### config.mk
export PLATFORM = sky130hd
export DESIGN_NAME = video_timing_gen
export DESIGN_NICKNAME = d
export VERILOG_FILES = /design/src/rtl/video_timing_gen.sv
export SDC_FILE = /design/constraint.sdc
export NUM_CORES = 1
export LEC_CHECK = 0
export CORE_MARGIN = 5
export CORE_UTILIZATION = 42
export DETAILED_ROUTE_END_ITERATION = 8
export PLACE_DENSITY = 0.7
export SETUP_SLACK_MARGIN = 0.02
export SLEW_MARGIN = 25
export SYNTH_ARGS = -nofsm -noshare
export SYNTH_HDL_FRONTEND = slang
export SYNTH_SLANG_ARGS = --single-unit
### constraint.sdc
create_clock -name clk -period 7.3 [get_ports clk]
set_clock_uncertainty 0.2 [all_clocks]
set_input_delay 1.825 -clock clk [delete_from_list [all_inputs] [get_ports clk]]
set_output_delay 1.825 -clock clk [all_outputs]
set_load 0.01 [all_outputs]
### src/rtl/video_timing_gen.sv
// Raster timing generator: walks an h/v counter pair over the full frame, pulls
// pixels from a 1-cycle-latency read FIFO and drives a fully registered video port.
module video_timing_gen #(
  parameter int H_ACTIVE   = 1280,
  parameter int H_FP       = 110,
  parameter int H_SYNC     = 40,
  parameter int H_BP       = 220,
  parameter int V_ACTIVE   = 720,
  parameter int V_FP       = 5,
  parameter int V_SYNC     = 5,
  parameter int V_BP       = 20,
  parameter int DATA_WIDTH = 24,
  parameter logic [DATA_WIDTH-1:0] FILL_COLOR = '0
) (
  input  logic                  clk,
  input  logic                  rst,
  input  logic                  enable,
  input  logic                  fifo_empty,
  output logic                  fifo_rd_en,
  input  logic [DATA_WIDTH-1:0] fifo_rd_data,
  output logic                  video_vsync,
  output logic                  video_hsync,
  output logic                  video_de,
  output logic [DATA_WIDTH-1:0] video_data,
  output logic                  frame_start,
  output logic [15:0]           underflow_cnt
);

  localparam int H_TOTAL = H_ACTIVE + H_FP + H_SYNC + H_BP;
  localparam int V_TOTAL = V_ACTIVE + V_FP + V_SYNC + V_BP;

  localparam logic [10:0] H_LAST   = 11'(H_TOTAL - 1);
  localparam logic [10:0] H_ACT    = 11'(H_ACTIVE);
  localparam logic [10:0] HS_BEGIN = 11'(H_ACTIVE + H_FP);
  localparam logic [10:0] HS_END   = 11'(H_ACTIVE + H_FP + H_SYNC);
  localparam logic [9:0]  V_LAST   = 10'(V_TOTAL - 1);
  localparam logic [9:0]  V_ACT    = 10'(V_ACTIVE);
  localparam logic [9:0]  VS_BEGIN = 10'(V_ACTIVE + V_FP);
  localparam logic [9:0]  VS_END   = 10'(V_ACTIVE + V_FP + V_SYNC);

  typedef enum logic {IDLE, RUN} state_t;

  state_t      state, state_next;
  logic [10:0] h_cnt, h_next;
  logic [9:0]  v_cnt, v_next;

  always_ff @(posedge clk or posedge rst) begin
    if (rst) begin
      state <= IDLE;
      h_cnt <= '0;
      v_cnt <= '0;
    end else begin
      state <= state_next;
      h_cnt <= h_next;
      v_cnt <= v_next;
    end
  end

  // enable is only honoured on the last cycle of a frame, so frames are never cut short
  always_comb begin
    state_next = state;
    h_next     = h_cnt;
    v_next     = v_cnt;
    case (state)
      IDLE: begin
        h_next = '0;
        v_next = '0;
        if (enable) state_next = RUN;
      end
      RUN: begin
        if (h_cnt == H_LAST) begin
          h_next = '0;
          if (v_cnt == V_LAST) begin
            v_next = '0;
            if (!enable) state_next = IDLE;
          end else begin
            v_next = v_cnt + 10'd1;
          end
        end else begin
          h_next = h_cnt + 11'd1;
        end
      end
      default: state_next = IDLE;
    endcase
  end

  logic running, active, hs, vs, first_px;

  assign running    = (state == RUN);
  assign active     = running && (h_cnt < H_ACT) && (v_cnt < V_ACT);
  assign hs         = running && (h_cnt >= HS_BEGIN) && (h_cnt < HS_END);
  assign vs         = running && (v_cnt >= VS_BEGIN) && (v_cnt < VS_END);
  assign first_px   = active && (h_cnt == '0) && (v_cnt == '0);
  assign fifo_rd_en = active && !fifo_empty;

  logic de_d1, hs_d1, vs_d1, fs_d1, rd_en_d1, run_d1;

  // First stage waits out the FIFO read latency; second stage registers the port.
  // Blanking in RUN carries the fill colour, IDLE drives data low.
  always_ff @(posedge clk or posedge rst) begin
    if (rst) begin
      de_d1       <= 1'b0;
      hs_d1       <= 1'b0;
      vs_d1       <= 1'b0;
      fs_d1       <= 1'b0;
      rd_en_d1    <= 1'b0;
      run_d1      <= 1'b0;
      video_de    <= 1'b0;
      video_hsync <= 1'b0;
      video_vsync <= 1'b0;
      frame_start <= 1'b0;
      video_data  <= '0;
    end else begin
      de_d1       <= active;
      hs_d1       <= hs;
      vs_d1       <= vs;
      fs_d1       <= first_px;
      rd_en_d1    <= fifo_rd_en;
      run_d1      <= running;
      video_de    <= de_d1;
      video_hsync <= hs_d1;
      video_vsync <= vs_d1;
      frame_start <= fs_d1;
      video_data  <= rd_en_d1 ? fifo_rd_data : (run_d1 ? FILL_COLOR : '0);
    end
  end

  // Starved pixels are skipped rather than re-fetched so lines stay aligned
  always_ff @(posedge clk or posedge rst) begin
    if (rst) begin
      underflow_cnt <= '0;
    end else if (active && fifo_empty && (underflow_cnt != 16'hFFFF)) begin
      underflow_cnt <= underflow_cnt + 16'd1;
    end
  end

endmodule

Word-level counts from Yosys, hierarchy flattened:

Index checks and enable logic that the tools add are counted.

* add/subtract/negate cells: 3
* magnitude comparators: 6
* equal/unequal tests: 4
* mux-type cells: 10
* bitwise gates (word level): 1
* reduce and logical (&&, ||, !) cells: 14

Operators by type and width (number)
* two-way mux 24 bit: 1
* < comparator 11 bit (second input constant): 2
* one-hot mux 11 bit (2 select lines): 1
* < comparator 10 bit (second input constant): 2
* two-way mux 10 bit: 2
* one-hot mux 10 bit (2 select lines): 1
* adder 16 x 1 -> 16 bit (second input constant): 1
* inequality test 16 bit (second input constant): 1
* adder 11 x 1 -> 11 bit (second input constant): 1
* == test 11 bit (second input constant): 1
* >= comparator 11 bit (second input constant): 1
* logical AND 1 bit: 11
* logical NOT 11 bit: 1
* two-way mux 11 bit: 1
* adder 10 x 1 -> 10 bit (second input constant): 1
* == test 10 bit (second input constant): 1
* >= comparator 10 bit (second input constant): 1
* logical NOT 10 bit: 1
* two-way mux 1 bit: 3
* inequality test 2 x 1 -> 1 bit (second input constant): 1
* one-hot mux 1 bit (2 select lines): 1
* logical NOT 1 bit: 1
* NOT 1 bit: 1

* bits in registers: 71
* input bits: 28
* output and inout bits: 45

Logic depth before layout (Yosys ltp):

Gate-level depths: netlist (run 1).

* depth in word-level cells: 5
* gate-level depth with buffers: 8
* gate-level depth less buffers: 7

Worst setup path before layout (run 1):

OpenSTA, ideal clock, no wires.

* path kind: input-to-output
* start point: input port fifo_empty
* end point: output port fifo_rd_en
* data arrival time: 2.028 ns
* setup slack: 3.247 ns
* cell stages on the path: 1
* cells stage by stage: nor2b_1

* cells in the longest elaborated chain, start to end: 2

Ends and longest elaborated chain
* from (decl): line 18 `input logic fifo_empty,`
* logical NOT 1 bit: line 94 `assign fifo_rd_en = active && !fifo_empty;`
* logical AND 1 bit: line 94
* to (decl): line 19 `output logic fifo_rd_en,`

No other way between the ends.

Worst setup path in the final report (run 1):

Ends and elaborated chain as after synthesis.

==> results of run 1 <==
through the flow:
stage | std cells | cell area [µm²] | hold slack, ns
CTS | 450 | 4120 | 0.151
floorplan | 271 | 3110 | 0.131
detailed placement | 435 | 3930 | 0.136
finish | 450 | 4120 | 0.151
global route | 450 | 4120 | 0.166
global placement | 435 | 3930 | 0.132
power by group through the flow:
stage / logic, W / clock network (W) / registers (W)
final: 0.000140 / 0.000302 / 0.000449
after global routing: 0.000154 / 0.000329 / 0.000455
after detailed placement: 0.000143 / 0 / 0.000457
after CTS: 0.000143 / 0.000310 / 0.000449
after global placement: 0.000140 / 0 / 0.000456
after floorplan: 0.0000491 / 0 / 0.000466
logic make-up (layout without fill, tap and decap cells):
| family | Yosys count | after routing | share of synthesized area |
|---|---|---|---|
| multiplexers | 1 | 1 | 0.00362 |
| adder cells (fa/ha/maj) | 8 | 8 | 0.0321 |
| AO/OA/AOI/OAI | 29 | 29 | 0.0836 |
| AND/OR/NAND/NOR | 119 | 119 | 0.214 |
| buffers and inverters | 17 | 97 | 0.0229 |
| flip-flops | 71 | 71 | 0.571 |
| XOR/XNOR | 26 | 26 | 0.0731 |
cell usage in the layout (no fill, tap or decap), types with 3 or more instances in the layout:
master / count
and3_1: 7
nand2_1: 15
and2_1: 27
a31oi_1: 6
nand2b_1: 3
nor4_1: 4
xor2_1: 12
dfrtp_1: 71
ha_1: 8
nand4_1: 10
nor2_1: 24
inv_1: 8
clkdlybuf4s50_1: 72
clkinv_2: 3
a21oi_1: 6
or4_4: 3
nand3_1: 12
a211oi_1: 3
xnor2_1: 14
clkbuf_8: 9
registers in the layout, indices dropped and copies added (netlist names), 10 cells and up:
signal and flops:
underflow_cnt 16, v_cnt 10, video_data 24, h_cnt 11
worst max-delay path: stages:
cell and delay [ns]:
clkdlybuf4s50_1 0.46, nor2b_1 0.19, clkdlybuf4s50_1 0.58
worst paths after layout:
check,start,endpoint
min reg2reg,fs_d1,frame_start
min in group asynchronous,rst,underflow_cnt[11]
max reg2reg,h_cnt[8],v_cnt[5]
min,fs_d1,frame_start
max,fifo_empty,fifo_rd_en
max in group asynchronous,rst,underflow_cnt[1]
layer usage:
| layer | vias to the layer above | wire [µm] | track usage |
|---|---|---|---|
| met2 | 59 | 2930 | 0.235 |
| met4 | 0 | 87 | 0.0604 |
| met5 | - | 0 | 0 |
| li1 | 1080 | - | - |
| met1 | 1044 | 2840 | 0.190 |
| met3 | 11 | 416 | 0.0352 |
cell type report:
| class | count | share of cell area |
|---|---|---|
| inverter | 9 | 0.00821 |
| tap | 99 | 0.0301 |
| sequential | 71 | 0.432 |
| multi-input combinational | 183 | 0.308 |
| timing repair buffer | 73 | 0.177 |
| clock inverter | 6 | 0.0152 |
| clock buffer | 9 | 0.0301 |
==> impl_metrics.ini, run 1 <==
[pwr]
p_sw_w = 0.000229
share_comb_of_total_power = 0.157
worst_ir_drop_vdd_mv = 0.0714
clkPwrFrac = 0.338
cellInternalPower_w = 0.000662
power_w = 0.000891
sw_frac_of_total = 0.257
leakagePower_nw = 1.82
powerDensity_nw_per_um2 = 217
seqPwrFrac = 0.504

[logic_synthesis]
yosysSeqAreaShare = 0.571
synth_top_area_cell = dfrtp_1
synth_seq_cells = 71
synth_common_cells = dfrtp_1 (71), and2_1 (27), nor2_1 (24), nand2_1 (15), xnor2_1 (14)
post-synth-top-count-cell = dfrtp_1
ys.flop_type = dfrtp_1
yosys_warnings = 0
synth-edff-count = 0
async_flop_share = 1.00
syn_inst = 271
synth_top_area_frac = 0.571
synth_area_um2 = 3110
synthDistinctLibCells = 40
synth_area_per_cell_um2 = 11.5
syn-num-nets = 307
synth.top_cells.by_area = dfrtp_1 (57%), and2_1 (5.4%), xnor2_1 (3.9%)

[sta]
fmax_mhz = 197
rsz0062_at_grt = no
finalHoldViolations = 0
worst_slew_pin_slew_ns = 0.850
fin_setup_tns_ns = 0
slew_headroom = 0.434
period_share = 0.696
finalCriticalPeriod_ns = 5.08
fin_ws_ns = 2.22
slew_violations = 0
setup_viol = 0

[clocking]
ctsHoldBuffers = 0
path_clk_slew_ns = 0.07
cts_resized = 0
cts.htree.levels = 3
cts_sinks = 71
post_cts_buffers = 0
root_buffer = clkbuf_8
cts_tree = yes
cts_buffers = 9
clock_latency_ns = 0.34
clockBufferDepth = 2

[final_layout]
nets = 383
num-fill-cells = 647
n_antenna_cell = 0
seqCellArea_um2 = 1780
multiInputGateArea_um2 = 1270
drive_gt1_frac = 0.0855
postLayoutCoreUtil = 0.567
syn_to_final_growth_pct = 32.1

[run]
cap_violations = 0

[route]
postRouteAntennaNets = 0
drt-pass1-iter-count = 4
totalWireLength_um = 6280
drt_iter0_markers = 83
drcViolationCount = 0
wl_per_cell_um = 13.9
avgViaCountPerCell = 4.88
num_vias = 2194

[worst_setup_path]
cp.required_ns = 5.28
ff2ff_setup_slack_ns = 4.85
arrival_ns = 3.05
path_max_fanout = 2
critPathCaptureType = primary output
rr_worst_depth = 5
cp-start-kind = input port
crit_type = in2out

[global_route]
grt_pass1_vias = 2167
globalRouteTotalUtil = 0.147
grt_max_degree = 72
gr-total-overflow = 0
antenna_found_initial = 0
grt_pass1_wl_um = 10500

[placement]
dp_slack_ns = 2.20
numPortBuffers = 72
gp_congestion = 0.826
hpwl_um = 4560

[worst_hold_path]
hold_depth = 0
hp-class = reg2reg

[outcome]
status = completed

[floorplanning]
die-area_um2 = 9240
ioPinCount = 73
rows = 31
die_w_um = 96.1
die_y_um = 96.1
coreArea_um2 = 7250
floorplan.initialDensity = 0.429
Power figures use the tool's default switching activity.
==> run 2, diff against run 1 <==
- PLACE_DENSITY: 0.7 -> 0.73
- clock period: 7.3 -> 4.2 ns (I/O delays scaled with it)
==> run 2 against run 1 <==
Effect of this change: die area unchanged; cell count grew 0.44%; largest cell class unchanged; sequential cell count unchanged; sequential power increased by 74%; global-route usage up 0.49 points.
==> impl_metrics.ini, run 2 (synthesis gave the netlist of run 1 again) <==
[final_layout]
largest_reg_flops = 24
num-fill-cells = 609
final_cell_mix = clkdlybuf4s50_1 (72), dfrtp_1 (71), and2_1 (27), nor2_1 (24), nand2_1 (15)
top_regs = video_data: 24 flops, underflow_cnt: 16 flops, h_cnt: 11 flops
drive_gt1_frac = 0.0907
regMostFlops = video_data
nets = 384
stdcell_count = 452
layout_commonest_cell = clkdlybuf4s50_1
n_antenna_cell = 0
postLayoutCoreUtil = 0.578
syn_to_final_growth_pct = 34.6

[worst_setup_path]
rr_worst_depth = 5
arrival_ns = 2.28
r2r-end = v_cnt[3]
r2r-start = h_cnt[8]
cp.required_ns = 2.95
path_max_fanout = 2
cp-start-kind = input port
ff2ff_setup_slack_ns = 1.73
critPathCaptureType = primary output
crit_type = in2out

[floorplanning]
coreArea_um2 = 7250
die-area_um2 = 9240
ioPinCount = 73
rows = 31
die_w_um = 96.1
die_y_um = 96.1
floorplan.initialDensity = 0.429

[global_route]
antenna_found_initial = 0
grt_max_degree = 34
globalRouteTotalUtil = 0.152
gr-total-overflow = 0
grt_pass1_wl_um = 10800
grt_pass1_vias = 2241

[route]
postRouteAntennaNets = 0
wl_per_cell_um = 14.4
avgViaCountPerCell = 5.03
num_vias = 2272
totalWireLength_um = 6510
drt_iter0_markers = 70
drt-pass1-iter-count = 4
drcViolationCount = 0

[placement]
hpwl_um = 4810
gp_congestion = 0.812
dp_slack_ns = 0.664
numPortBuffers = 72
dp.cells = 436

[pwr]
cellInternalPower_w = 0.00131
power_w = 0.00171
worst_ir_drop_vdd_mv = 0.180
seqPwrFrac = 0.459
leakagePower_nw = 1.85
clkPwrFrac = 0.397
powerDensity_nw_per_um2 = 407
sw_frac_of_total = 0.233
share_comb_of_total_power = 0.144
p_sw_w = 0.000398

[clocking]
root_buffer = clkbuf_8
cts_resized = 0
ctsHoldBuffers = 0
cts.htree.levels = 3
clockBufferDepth = 2
post_cts_buffers = 0
path_clk_slew_ns = 0.07
clock_latency_ns = 0.34
cts_tree = yes
cts_buffers = 9
cts_sinks = 71

[sta]
worst_slew_pin_slew_ns = 0.714
period_share = 0.841
rsz0062_at_grt = no
fin_setup_tns_ns = 0
slew_violations = 0
setup_viol = 0
slew_headroom = 0.524
fmax_mhz = 283
finalCriticalPeriod_ns = 3.53
fin_ws_ns = 0.670
finalHoldViolations = 0

[worst_hold_path]
hp-class = reg2reg
hold_depth = 0
min_from = hs_d1
min_to = video_hsync

[run]
cap_violations = 0

[outcome]
status = completed
## run 2: cell types whose count changed in the layout (fill, tap and decap cells not counted), sizes merged
cell	delta
clkinv	-3
clkbuf	+2
buf	+1
bufinv	+2
## run 2: layer usage
layer / track usage / vias up / wire (µm) / share of wire
met5: 0 / - / 0 / 0
met4: 0.0557 / 0 / 65 / 0.010
met3: 0.0430 / 9 / 471 / 0.072
met2: 0.237 / 77 / 2950 / 0.45
met1: 0.200 / 1104 / 3030 / 0.46
li1: - / 1082 / - / -
## run 2: cell type report
| type | count | area, µm² | share of cell area |
|---|---|---|---|
| well taps | 99 | 124 | 0.0296 |
| repair buffers | 74 | 736 | 0.176 |
| clock buffers | 11 | 151 | 0.0361 |
| inverters | 9 | 33.8 | 0.00806 |
| multi-input cells | 183 | 1270 | 0.302 |
| clock inverters | 5 | 104 | 0.0248 |
| flip-flops and latches | 71 | 1780 | 0.424 |
## run 2: worst max path at each step
stage / start / end / slack, ns / cells after the start
after CTS: fifo_empty / fifo_rd_en / 0.65 / 3
final: fifo_empty / fifo_rd_en / 0.67 / 3
after floorplan: rst / de_d1 / 1.15 / 1
after detailed placement: fifo_empty / fifo_rd_en / 0.66 / 3
after global routing: fifo_empty / fifo_rd_en / 0.58 / 3
after global placement: fifo_empty / fifo_rd_en / 0.69 / 3
## run 2: worst max-delay path, cell delays in order
cell and delay [ns]:
clkdlybuf4s50_1 0.48, nor2b_1 0.19, clkdlybuf4s50_1 0.56
## run 2: power groups by stage
stage	Clock (W)	Combinational [W]	Sequential, W
6_report	0.000678	0.000246	0.000783
5_1_grt	0.000725	0.000270	0.000790
4_1_cts	0.000696	0.000252	0.000784
3_5_place_dp	0	0.000250	0.000797
3_3_place_gp	0	0.000243	0.000795
2_1_floorplan	0	0.0000854	0.000810
## run 2: through the flow
step / area, µm² / hold slack [ns]
2_1_floorplan: 3110 / 0.131
3_3_place_gp: 3940 / 0.132
3_5_place_dp: 3940 / 0.136
4_1_cts: 4190 / 0.153
5_1_grt: 4190 / 0.159
6_report: 4190 / 0.150
==> run 3, diff against run 2 <==
- clock period: 4.2 -> 3.1 ns (I/O delays scaled with it)
==> run 3 against run 2 <==
Effect of this change: routed wire length is essentially flat; critical endpoint unchanged; worst setup slack lost 0.52 ns; critical path depth grew 1; cell count grew 1.1%; hold slack lost 0.0036 ns.
==> impl_metrics.ini, run 3 (synthesis gave the netlist of run 1 again) <==
[global_route]
gr-total-overflow = 0
grt_max_degree = 33
grt_pass1_vias = 2208
grt_pass1_wl_um = 10600
antenna_found_initial = 0
globalRouteTotalUtil = 0.149

[sta]
slew_violations = 0
period_share = 0.951
fin_setup_tns_ns = 0
rsz0062_at_grt = no
worst_slew_pin_slew_ns = 0.563
fmax_mhz = 339
finalCriticalPeriod_ns = 2.95
setup_viol = 0
slew_headroom = 0.624
fin_ws_ns = 0.152
finalHoldViolations = 0
hold-worst-slack_ns = 0.146

[worst_setup_path]
cp.required_ns = 2.12
r2r-start = v_cnt[1]
cp-start-kind = flop
arrival_ns = 1.97
r2r-end = v_cnt[6]
ff2ff_setup_slack_ns = 0.76
path_max_fanout = 8
rr_worst_depth = 6
critical_path.endpoint = fifo_rd_en
crit_path_start = v_cnt[4]
critPathCaptureType = primary output
crit_type = reg2out

[floorplanning]
die_w_um = 96.1
die-area_um2 = 9240
coreArea_um2 = 7250
die_y_um = 96.1
floorplan.initialDensity = 0.429
ioPinCount = 73
rows = 31

[pwr]
powerDensity_nw_per_um2 = 506
share_comb_of_total_power = 0.159
leakagePower_nw = 1.86
clkPwrFrac = 0.341
worst_ir_drop_vdd_mv = 0.229
seqPwrFrac = 0.499
cellInternalPower_w = 0.00157
p_sw_w = 0.000553
sw_frac_of_total = 0.260

[final_layout]
top_regs = video_data: 24 flops, underflow_cnt: 16 flops, h_cnt: 11 flops
postLayoutCoreUtil = 0.579
layout_commonest_cell = clkdlybuf4s50_1
final_cell_mix = clkdlybuf4s50_1 (72), dfrtp_1 (69), and2_1 (27), nor2_1 (23), nand2_1 (15)
largest_reg_flops = 24
regMostFlops = video_data
n_antenna_cell = 0
syn_to_final_growth_pct = 34.9
nets = 389
drive_gt1_frac = 0.115

[route]
drt-pass1-iter-count = 4
avgViaCountPerCell = 5.02
drcViolationCount = 0
postRouteAntennaNets = 0
totalWireLength_um = 6510
wl_per_cell_um = 14.2
drt_iter0_markers = 51
num_vias = 2294

[placement]
hpwl_um = 4750
gp_congestion = 0.845
numPortBuffers = 72
dp_slack_ns = 0.231

[clocking]
cts_buffers = 9
ctsHoldBuffers = 0
root_buffer = clkbuf_8
clockBufferDepth = 2
cts_sinks = 71
cts.htree.levels = 3
path_clk_slew_ns = 0.08
clock_latency_ns = 0.33
cts_tree = yes

[worst_hold_path]
hp-class = reg2reg

[outcome]
status = completed

[run]
cap_violations = 0
==> run 3: layout make-up <==
type | count | area, µm²
multi-input cells | 183 | 1280
repair buffers | 79 | 786
inverters | 9 | 33.8
well taps | 99 | 124
clock buffers | 9 | 124
fillers | 625 | 3050
flip-flops and latches | 71 | 1780
clock inverters | 7 | 72.6
==> run 3: worst min path at each step <==
stage,startpoint,end,slack (ns),depth (start not counted)
after floorplan,fs_d1,frame_start,0.13,0
after global placement,hs_d1,video_hsync,0.13,0
after detailed placement,hs_d1,video_hsync,0.13,0
after CTS,hs_d1,video_hsync,0.15,0
after global routing,hs_d1,video_hsync,0.15,0
final,hs_d1,video_hsync,0.15,0
==> run 3: per-stage QoR <==
| stage | cells | power, W | area [µm²] |
|---|---|---|---|
| floorplan | 271 | 0.00121 | 3110 |
| global placement | 440 | 0.00141 | 3980 |
| detailed placement | 440 | 0.00142 | 3980 |
| CTS | 456 | 0.00215 | 4180 |
| global route | 457 | 0.00223 | 4200 |
| finish | 457 | 0.00212 | 4200 |
==> run 3: routing by layer <==
metal,vias up,track usage,wire length (µm)
met4,0,0.0628,74
met5,-,0,0
met3,7,0.0344,528
li1,1098,-,-
met2,75,0.232,2960
met1,1114,0.198,2950
==> run 3: power groups by stage <==
stage,Combinational [W],Clock [W],Sequential (W)
floorplan,0.000116,0,0.00110
global placement,0.000334,0,0.00108
finish,0.000338,0.000725,0.00106
CTS,0.000345,0.000746,0.00106
detailed placement,0.000343,0,0.00108
global route,0.000370,0.000794,0.00107
==> run 3: repair_timing <==
action                                 in CTS  in global routing
gates resized for setup                     0                  5
endpoints found under the hold margin       0                  0
setup endpoints to repair                   0                  1
buffers inserted                            0                  1
==> run 3: critical path, cell delays in order (launching register included) <==
cell and delay [ns]:
dfrtp_1 0.50, nor2_2 0.21, o211a_1 0.20, nor2b_1 0.17
clkdlybuf4s50_1 0.55
